$ cat src/rtl/ifns_decoder_seq_if.sv
// Handshake bundle for the bit-serial IFNS decoder: codeword in, decoded value out.
interface ifns_decoder_seq_if #(
   parameter int unsigned CW_W   = 33,
   parameter int unsigned DATA_W = 23
);
   logic              in_valid;
   logic              in_ready;
   logic [CW_W-1:0]   cw;
   logic              out_valid;
   logic              out_ready;
   logic [DATA_W-1:0] v;
   logic              ovf;

   modport master (
      output in_valid, cw, out_ready,
      input  in_ready, out_valid, v, ovf
   );

   modport slave (
      input  in_valid, cw, out_ready,
      output in_ready, out_valid, v, ovf
   );
endinterface

$ cat src/rtl/ifns_decoder_seq.sv
// Bit-serial IFNS (Fibonacci-weighted) codeword decoder, LSB first, one bit per cycle.
// Optional IFNS_DEC_EARLY_EXIT_EN: leave RUN as soon as no set bits remain in the codeword.
module ifns_decoder_seq (
   input  logic               clk,
   input  logic               rst,
   ifns_decoder_seq_if.slave  bus
);
   localparam int unsigned CW_W    = 33;
   localparam int unsigned DATA_W  = 23;
   localparam logic [23:0] W_TOP   = 24'd5702887;
   localparam logic [23:0] OVF_LIM = 24'd8388608;

   typedef enum logic [1:0] {StIdle, StRun, StDone} state_e;

   state_e            state;
   logic [CW_W-1:0]   sh;
   logic [23:0]       acc;
   logic [23:0]       fa;
   logic [23:0]       fb;
   logic [5:0]        cnt;
   logic              in_ready_r;
   logic              out_valid_r;
   logic [DATA_W-1:0] v_r;
   logic              ovf_r;

   logic [23:0]       w;
   logic [23:0]       acc_nxt;
   logic              last;

   always_comb begin
      // The top bit carries a fixed weight instead of continuing the Fibonacci run.
      w       = (cnt == 6'd32) ? W_TOP : fa;
      acc_nxt = sh[0] ? (acc + w) : acc;
`ifdef IFNS_DEC_EARLY_EXIT_EN
      last    = (cnt == 6'd32) || ((sh >> 1) == '0);
`else
      last    = (cnt == 6'd32);
`endif
   end

   always_ff @(posedge clk) begin
      if (rst) begin
         state       <= StIdle;
         sh          <= '0;
         acc         <= '0;
         fa          <= 24'd1;
         fb          <= 24'd1;
         cnt         <= '0;
         in_ready_r  <= 1'b1;
         out_valid_r <= 1'b0;
         v_r         <= '0;
         ovf_r       <= 1'b0;
      end else begin
         unique case (state)
            StIdle: begin
               if (bus.in_valid) begin
                  sh         <= bus.cw;
                  acc        <= '0;
                  fa         <= 24'd1;
                  fb         <= 24'd1;
                  cnt        <= '0;
                  in_ready_r <= 1'b0;
                  state      <= StRun;
               end
            end
            StRun: begin
               acc <= acc_nxt;
               sh  <= sh >> 1;
               fa  <= fb;
               fb  <= fa + fb;
               cnt <= cnt + 6'd1;
               if (last) begin
                  state       <= StDone;
                  out_valid_r <= 1'b1;
                  v_r         <= acc_nxt[DATA_W-1:0];
                  ovf_r       <= (acc_nxt >= OVF_LIM);
               end
            end
            StDone: begin
               if (bus.out_ready) begin
                  state       <= StIdle;
                  out_valid_r <= 1'b0;
                  in_ready_r  <= 1'b1;
               end
            end
            default: state <= StIdle;
         endcase
      end
   end

   assign bus.in_ready  = in_ready_r;
   assign bus.out_valid = out_valid_r;
   assign bus.v         = v_r;
   assign bus.ovf       = ovf_r;
endmodule
$ cat src/flat_wrapper.sv
// flat-port wrapper written by rule: the top's interface ports become plain ports
module ifns_decoder_seq_flat 
  (clk, rst, bus_in_valid, bus_cw, bus_out_ready, bus_in_ready, bus_out_valid, bus_v, bus_ovf);
  ifns_decoder_seq_if bus_i ();
  input  logic clk;
  input  logic rst;
  input wire logic [$bits(bus_i.in_valid)-1:0] bus_in_valid;
  input wire logic [$bits(bus_i.cw)-1:0] bus_cw;
  input wire logic [$bits(bus_i.out_ready)-1:0] bus_out_ready;
  output wire logic [$bits(bus_i.in_ready)-1:0] bus_in_ready;
  output wire logic [$bits(bus_i.out_valid)-1:0] bus_out_valid;
  output wire logic [$bits(bus_i.v)-1:0] bus_v;
  output wire logic [$bits(bus_i.ovf)-1:0] bus_ovf;
  assign bus_i.in_valid = bus_in_valid;
  assign bus_i.cw = bus_cw;
  assign bus_i.out_ready = bus_out_ready;
  assign bus_in_ready = bus_i.in_ready;
  assign bus_out_valid = bus_i.out_valid;
  assign bus_v = bus_i.v;
  assign bus_ovf = bus_i.ovf;
  ifns_decoder_seq u_core (.clk(clk), .rst(rst), .bus(bus_i));
endmodule
$ cat config.mk
export PLATFORM = sky130hd
export DESIGN_NAME = ifns_decoder_seq_flat
export DESIGN_NICKNAME = d
export VERILOG_FILES = /design/src/rtl/ifns_decoder_seq_if.sv /design/src/rtl/ifns_decoder_seq.sv /design/src/flat_wrapper.sv
export SDC_FILE = /design/constraint.sdc
export NUM_CORES = 1
export LEC_CHECK = 0
export CORE_MARGIN = 1.5
export CORE_UTILIZATION = 50
export DETAILED_ROUTE_END_ITERATION = 7
export DONT_BUFFER_PORTS = 1
export GPL_ROUTABILITY_DRIVEN = 0
export SLEW_MARGIN = 40
export SYNTH_ARGS = -nofsm -noshare
export SYNTH_HDL_FRONTEND = slang
export SYNTH_SLANG_ARGS = --single-unit
$ cat constraint.sdc
create_clock -name clk -period 10.4 [get_ports clk]
set_clock_uncertainty 0.2 [all_clocks]
set_input_delay 1.04 -clock clk [delete_from_list [all_inputs] [get_ports clk]]
set_output_delay 1.04 -clock clk [all_outputs]
set_load 0.02 [all_outputs]
* After elaboration in Yosys (flattened, before gate mapping)
Cells that the tools add are included.
** Word-level totals
- Register bits :: 139
- Input bits :: 37
- Output and inout port bits :: 26
- Word-level logic and storage cells :: 50
** Cells by class
- Add/subtract/negate cells :: 3
- $lt $le $gt $ge :: 1
- Eq/ne operators :: 6
- Multiplexer cells :: 21
- Reduce and logical (&&, ||, !) cells :: 9
** Operator list (count)
- 24-bit case mux with 2 select lines :: 3
- 24-bit 2-to-1 mux :: 4
- 33-bit case mux with 2 select lines :: 1
- 24-bit adder :: 2
- 33-bit 2-to-1 mux :: 1
- 24-bit greater-or-equal comparator (second input constant) :: 1
- 6-bit case mux with 2 select lines :: 1
- 3-bit AND reduction :: 3
- 6-bit by 1-bit adder with 6-bit output (second input constant) :: 1
- 6-bit == test (second input constant) :: 1
- 2-bit 2-to-1 mux :: 3
- 6-bit 2-to-1 mux :: 1
- 2-bit case mux with 3 select lines :: 1
- 2-bit nonzero test :: 3
- 1-bit 2-to-1 mux :: 4
- 2-bit != test (second input constant) :: 2
- 1-bit case mux with 2 select lines :: 2
- 2-bit AND reduction :: 2
- 2-bit by 1-bit == test with 1-bit output (second input constant) :: 1
- 2-bit == test (second input constant) :: 1
- 2-bit logical NOT :: 1
- 2-bit by 1-bit != test with 1-bit output (second input constant) :: 1

* Longest topological paths before layout
- Depth in word-level cells :: 5
- Mapped depth :: 16
- Mapped depth without buffers :: 16

* Worst setup path before layout
OpenSTA, ideal clock, no wires.
- Path kind :: register -> register
- Start point :: reg u_core.cnt[0]
- End point :: reg u_core.v_r[22] (netlist: u_core.bus.v[22])
- Arrival time :: 3.345 ns
- Required time :: 10.063 ns
- Path slack :: 6.718 ns
- Cell stages (with the launch flop) :: 16
- Buffers on the path :: 1
- Period minus slack after synthesis :: 3.682 ns
- Cells stage by stage :: dfxtp_1 inv_1 ha_1 nor2b_1 nand3_1 clkbuf_1 and2_1 ha_1 o21a_1 o31a_1 o41a_1 o31ai_4 a211oi_2 o2111a_1 o41ai_1 a211oi_1
** Between the ends
- Word-level cells in the longest chain between the ends :: 4
- Elaborated cells on any way between the ends :: 5
- Classes of those cells :: add/sub: 1; eq/ne: 1; mux: 2; reduce/logical: 1
** Ends and longest elaborated chain
- from (decl) :: line ifns_decoder_seq.sv:20 : logic [5:0] cnt;
- from (signal assigned) :: line ifns_decoder_seq.sv:71 : cnt <= cnt + 6'd1;
- 6-bit == test (*) :: line ifns_decoder_seq.sv:32, ifns_decoder_seq.sv:37
- 24-bit 2-to-1 mux :: line ifns_decoder_seq.sv:32 : w = (cnt == 6'd32) ? W_TOP : fa;
- 24-bit adder :: line ifns_decoder_seq.sv:33 : acc_nxt = sh[0] ? (acc + w) : acc;
- 24-bit 2-to-1 mux :: line ifns_decoder_seq.sv:33
- to (signal assigned) :: line ifns_decoder_seq.sv:75 : v_r <= acc_nxt[DATA_W-1:0];
- to (decl) :: line ifns_decoder_seq.sv:23 : logic [DATA_W-1:0] v_r;
Mark *: on every way between the ends. The rest lies on a longest branch, timed or not.
A chain may end at the register's enable or synchronous reset.

* Worst setup path after layout
Ends and elaborated chain as after synthesis.

==> metrics.md <==
| Metric | Value |
|---|---|
| Outcome | finished, final reports clean |
| Max layer used | met4 |
| Total track usage | 0.242 |
| Antenna violations before repair | 0 |
| Yosys cell types | 62 |
| Top Ports | between 60 and 70 |
| WP data arrival | 4.27 ns |
| # nets final | approximately 1100 |
| Switch share | 0.238 |
| Antenna Cells | 0 |
| Final Hold Slack | roughly 0.27 ns |
| WL/cell | 16.2 um |
| Largest net degree at the start of global routing | 136 |
| HP Class | register to register |
| DIE WIDTH | between 100 and 150 um |
| Max-cap viol count | 0 |
| Top_reg_cell synth | dfxtp_1 |
| Multi-input gate area | roughly 4900 um^2 |
| CTS tree | built |
| Register area | 2780 um^2 |
| CTS max path bufs | 2 |
| CTS root buf | clkbuf_16 |
| RSZ-0062 raised after global routing | false |
| Final min period | about 4.2 ns |
| Worst endpoint required time | 10.50 ns |
| Setup TNS | 0 ns |
| Gr ovfl total | 0 |
| Row cnt | 45 |
| Vias in the first global route | 6462 |
| Post-CTS Resized | 0 |
| Synth warnings | 0 |
| Final ANT Viol Nets | 0 |
| Number of synthesized flops with an enable pin | 0 |
| # fillers | 1444 |
| Flop pwr share | 0.442 |
| Slew Limit Fails | 0 |
| Total Wirelength | 19500 um |
| Worst-Skew Late Latency | 0.43 ns |
| Area grow syn2layout | 8.94% |
| NetSw | 300 uW |
| P_int | 959 uW |
| Starting density of the core | 0.517 |
| Critical-path cell list | inv_1 > ha_1 > nor2b_1 > nand3_2 > nand2b_1 > ha_1 > inv_1 > fa_1 > nor2b_1 > o31a_1 > o41a_1 > o31ai_4 > a211oi_2 > o2111a_1 > o41ai_1 > a211oi_1 |
| Power per Cell Area | around 150 nW/um^2 |
| Critical path peak fanout | 25 |
| Slew headroom | 0.508 |
| Clock Sinks | 139 |
| Crit path largest cell delay | around 0.42 ns |
| Post-synthesis register bit count | between 100 and 150 |
| Met3 Wirelength | ~800 um |
| CP Launch Type | register |
| Final period util | 0.401 |
| Final setup fails | 0 |
| CP max-delay cell | o41a_1 |
| Fmax | 0.240 GHz |
| Fin util | 0.563 |
| Num CTS Buffers | 17 |
| Clock slew at reported path FFs | 0.06 ns |
| First-pass GRT wire length | 32000 um |
| Comb power frac | 0.066 |
| Via count | about 7000 |
| VDD IR max | 126 uV |
| Critical path class | register to register |
| Detailed-route DRC error count | 0 |
| Number of buffers inserted by hold repair at cts | 0 |
| Clock share of power | 0.492 |
| Post-Route M1 WL | 9350 um |
| Leak Pwr | 3.56 nW |
| Starting DRT DRC Count | 537 |
| Die Y | 129 um |
| Synthesized instance count | 1018 |
| Commonest non-fill, non-tap cell in the layout | nor2_1 |
| Core area | 15400 um^2 |
| Net count after synthesis | between 1000 and 1500 |
| Cell count after placement | between 1000 and 1500 |
| Drt pass-1 iters | 5 |
| Commonest non-fill, non-tap cells in the layout | 198 x nor2_1, 138 x dfxtp_1, 92 x a21oi_1, 56 x nand2_1, 50 x a22oi_1 |
| FFs w/ async S/R, synth | 0 |
| Layout Cells excl Fill | 1207 |
| Post-CTS Setup Inserts | 0 |
| CP endpoint kind | register |
| # H-tree levels | 4 |
| DP HPWL | 13000 um |
| Met2 routed WL | ~9000 um |
| Final Hold Viols | 0 |
| Synthesized cell area | 7950 um^2 |
| I/O Buffers | 0 |
| Via-to-Cell Ratio | 5.83 |
| Sequential fraction of the synthesis area | 0.350 |
| Die area | 16700 um^2 |
| Slew @ Worst Pin | 0.738 ns |
| Mean post-synth cell area | 7.81 um^2 |
| Layout cells sized above 1 | 0.0612 |
-- Yosys cell counts (15+ instances only) --
| cell type | instances | share of area |
|---|---|---|
| nand3_1 | 15 | 0.0094 |
| o21ai_0 | 21 | 0.013 |
| nor2_1 | 201 | 0.095 |
| and2_1 | 15 | 0.012 |
| nand2_1 | 56 | 0.026 |
| nor2b_1 | 39 | 0.031 |
| a22oi_1 | 50 | 0.047 |
| o21ai_1 | 16 | 0.010 |
| dfxtp_1 | 139 | 0.35 |
| a21o_1 | 15 | 0.014 |
| ha_1 | 49 | 0.077 |
| nand2b_1 | 22 | 0.017 |
| nor3_1 | 49 | 0.031 |
| a211oi_1 | 21 | 0.020 |
| clkbuf_1 | 53 | 0.025 |
| xnor2_1 | 21 | 0.023 |
| inv_1 | 17 | 0.0080 |
| a21oi_1 | 92 | 0.058 |
-- per-stage QoR --
stage | setup WS, ns | cell area (um^2) | power, mW
finish | 6.23 | 8660 | 1.26
global route | 5.85 | 8660 | 1.30
CTS | 5.84 | 8660 | 1.27
detailed placement | 5.86 | 8060 | 0.650
global placement | 6.09 | 8060 | 0.648
floorplan | 6.72 | 7950 | 0.640
-- path summary, 6_finish.rpt --
kind	start	end	slack, ns	cells after the start
worst min register to register	u_core.fb[19]$_SDFFE_PP0P_	u_core.fb[19]$_SDFFE_PP0P_	0.27	2
worst max register to register	u_core.cnt[0]$_SDFFE_PP0P_	u_core.bus.v[22]$_SDFFE_PP0P_	6.23	16
worst min-delay path	u_core.fb[19]$_SDFFE_PP0P_	u_core.fb[19]$_SDFFE_PP0P_	0.27	2
worst max-delay path	u_core.cnt[0]$_SDFFE_PP0P_	u_core.bus.v[22]$_SDFFE_PP0P_	6.23	16
-- cells by family after synthesis --
| kind of cell | Yosys count | share of synthesized area |
|---|---|---|
| and+or+nand+nor | 429 | 0.248 |
| adders and majority gates | 51 | 0.0822 |
| buffers and inverters | 78 | 0.0370 |
| xor gates and xnor gates | 32 | 0.0353 |
| DFF | 139 | 0.350 |
| muxes | 12 | 0.0161 |
| AOI/OAI and AO/OA | 277 | 0.231 |
-- flip-flops by register name, indices dropped and copies added (netlist names), 2 cells and up --
register,flops
u_core.sh,33
u_core.acc,24
u_core.fa,24
u_core.fb,24
u_core.bus.v,23
u_core.cnt,6
u_core.state,2
-- routing by layer --
layer | track usage | up-vias
met5 | 0 | -
met4 | 0.0859 | 0
met3 | 0.0491 | 35
met2 | 0.386 | 135
met1 | 0.328 | 3337
li1 | - | 3531
-- worst max-delay path, delay by kind of cell (launching register included) --
kind	cells	cell delay, ns
AO/OA/AOI/OAI	7	1.94
flip-flops	1	0.39
buffers and inverters	2	0.15
adder cells (fa/ha/maj)	3	0.66
AND/OR/NAND/NOR	4	0.70
-- power by group through the flow --
stage | registers, mW | clock network [mW] | logic, mW
after CTS | 0.555 | 0.630 | 0.0837
after floorplan | 0.565 | 0 | 0.0749
final | 0.556 | 0.619 | 0.0832
after global routing | 0.557 | 0.653 | 0.0941
after detailed placement | 0.567 | 0 | 0.0830
after global placement | 0.566 | 0 | 0.0811
-- cell type report --
class | instances | share of cell area
clock buffer | 20 | 0.0516
clock inverter | 11 | 0.0169
inverter | 17 | 0.00737
multi-input combinational | 801 | 0.565
sequential | 139 | 0.321
tap | 211 | 0.0305
timing repair buffer | 8 | 0.00693
Note: power is estimated with default switching activity, not from simulation.
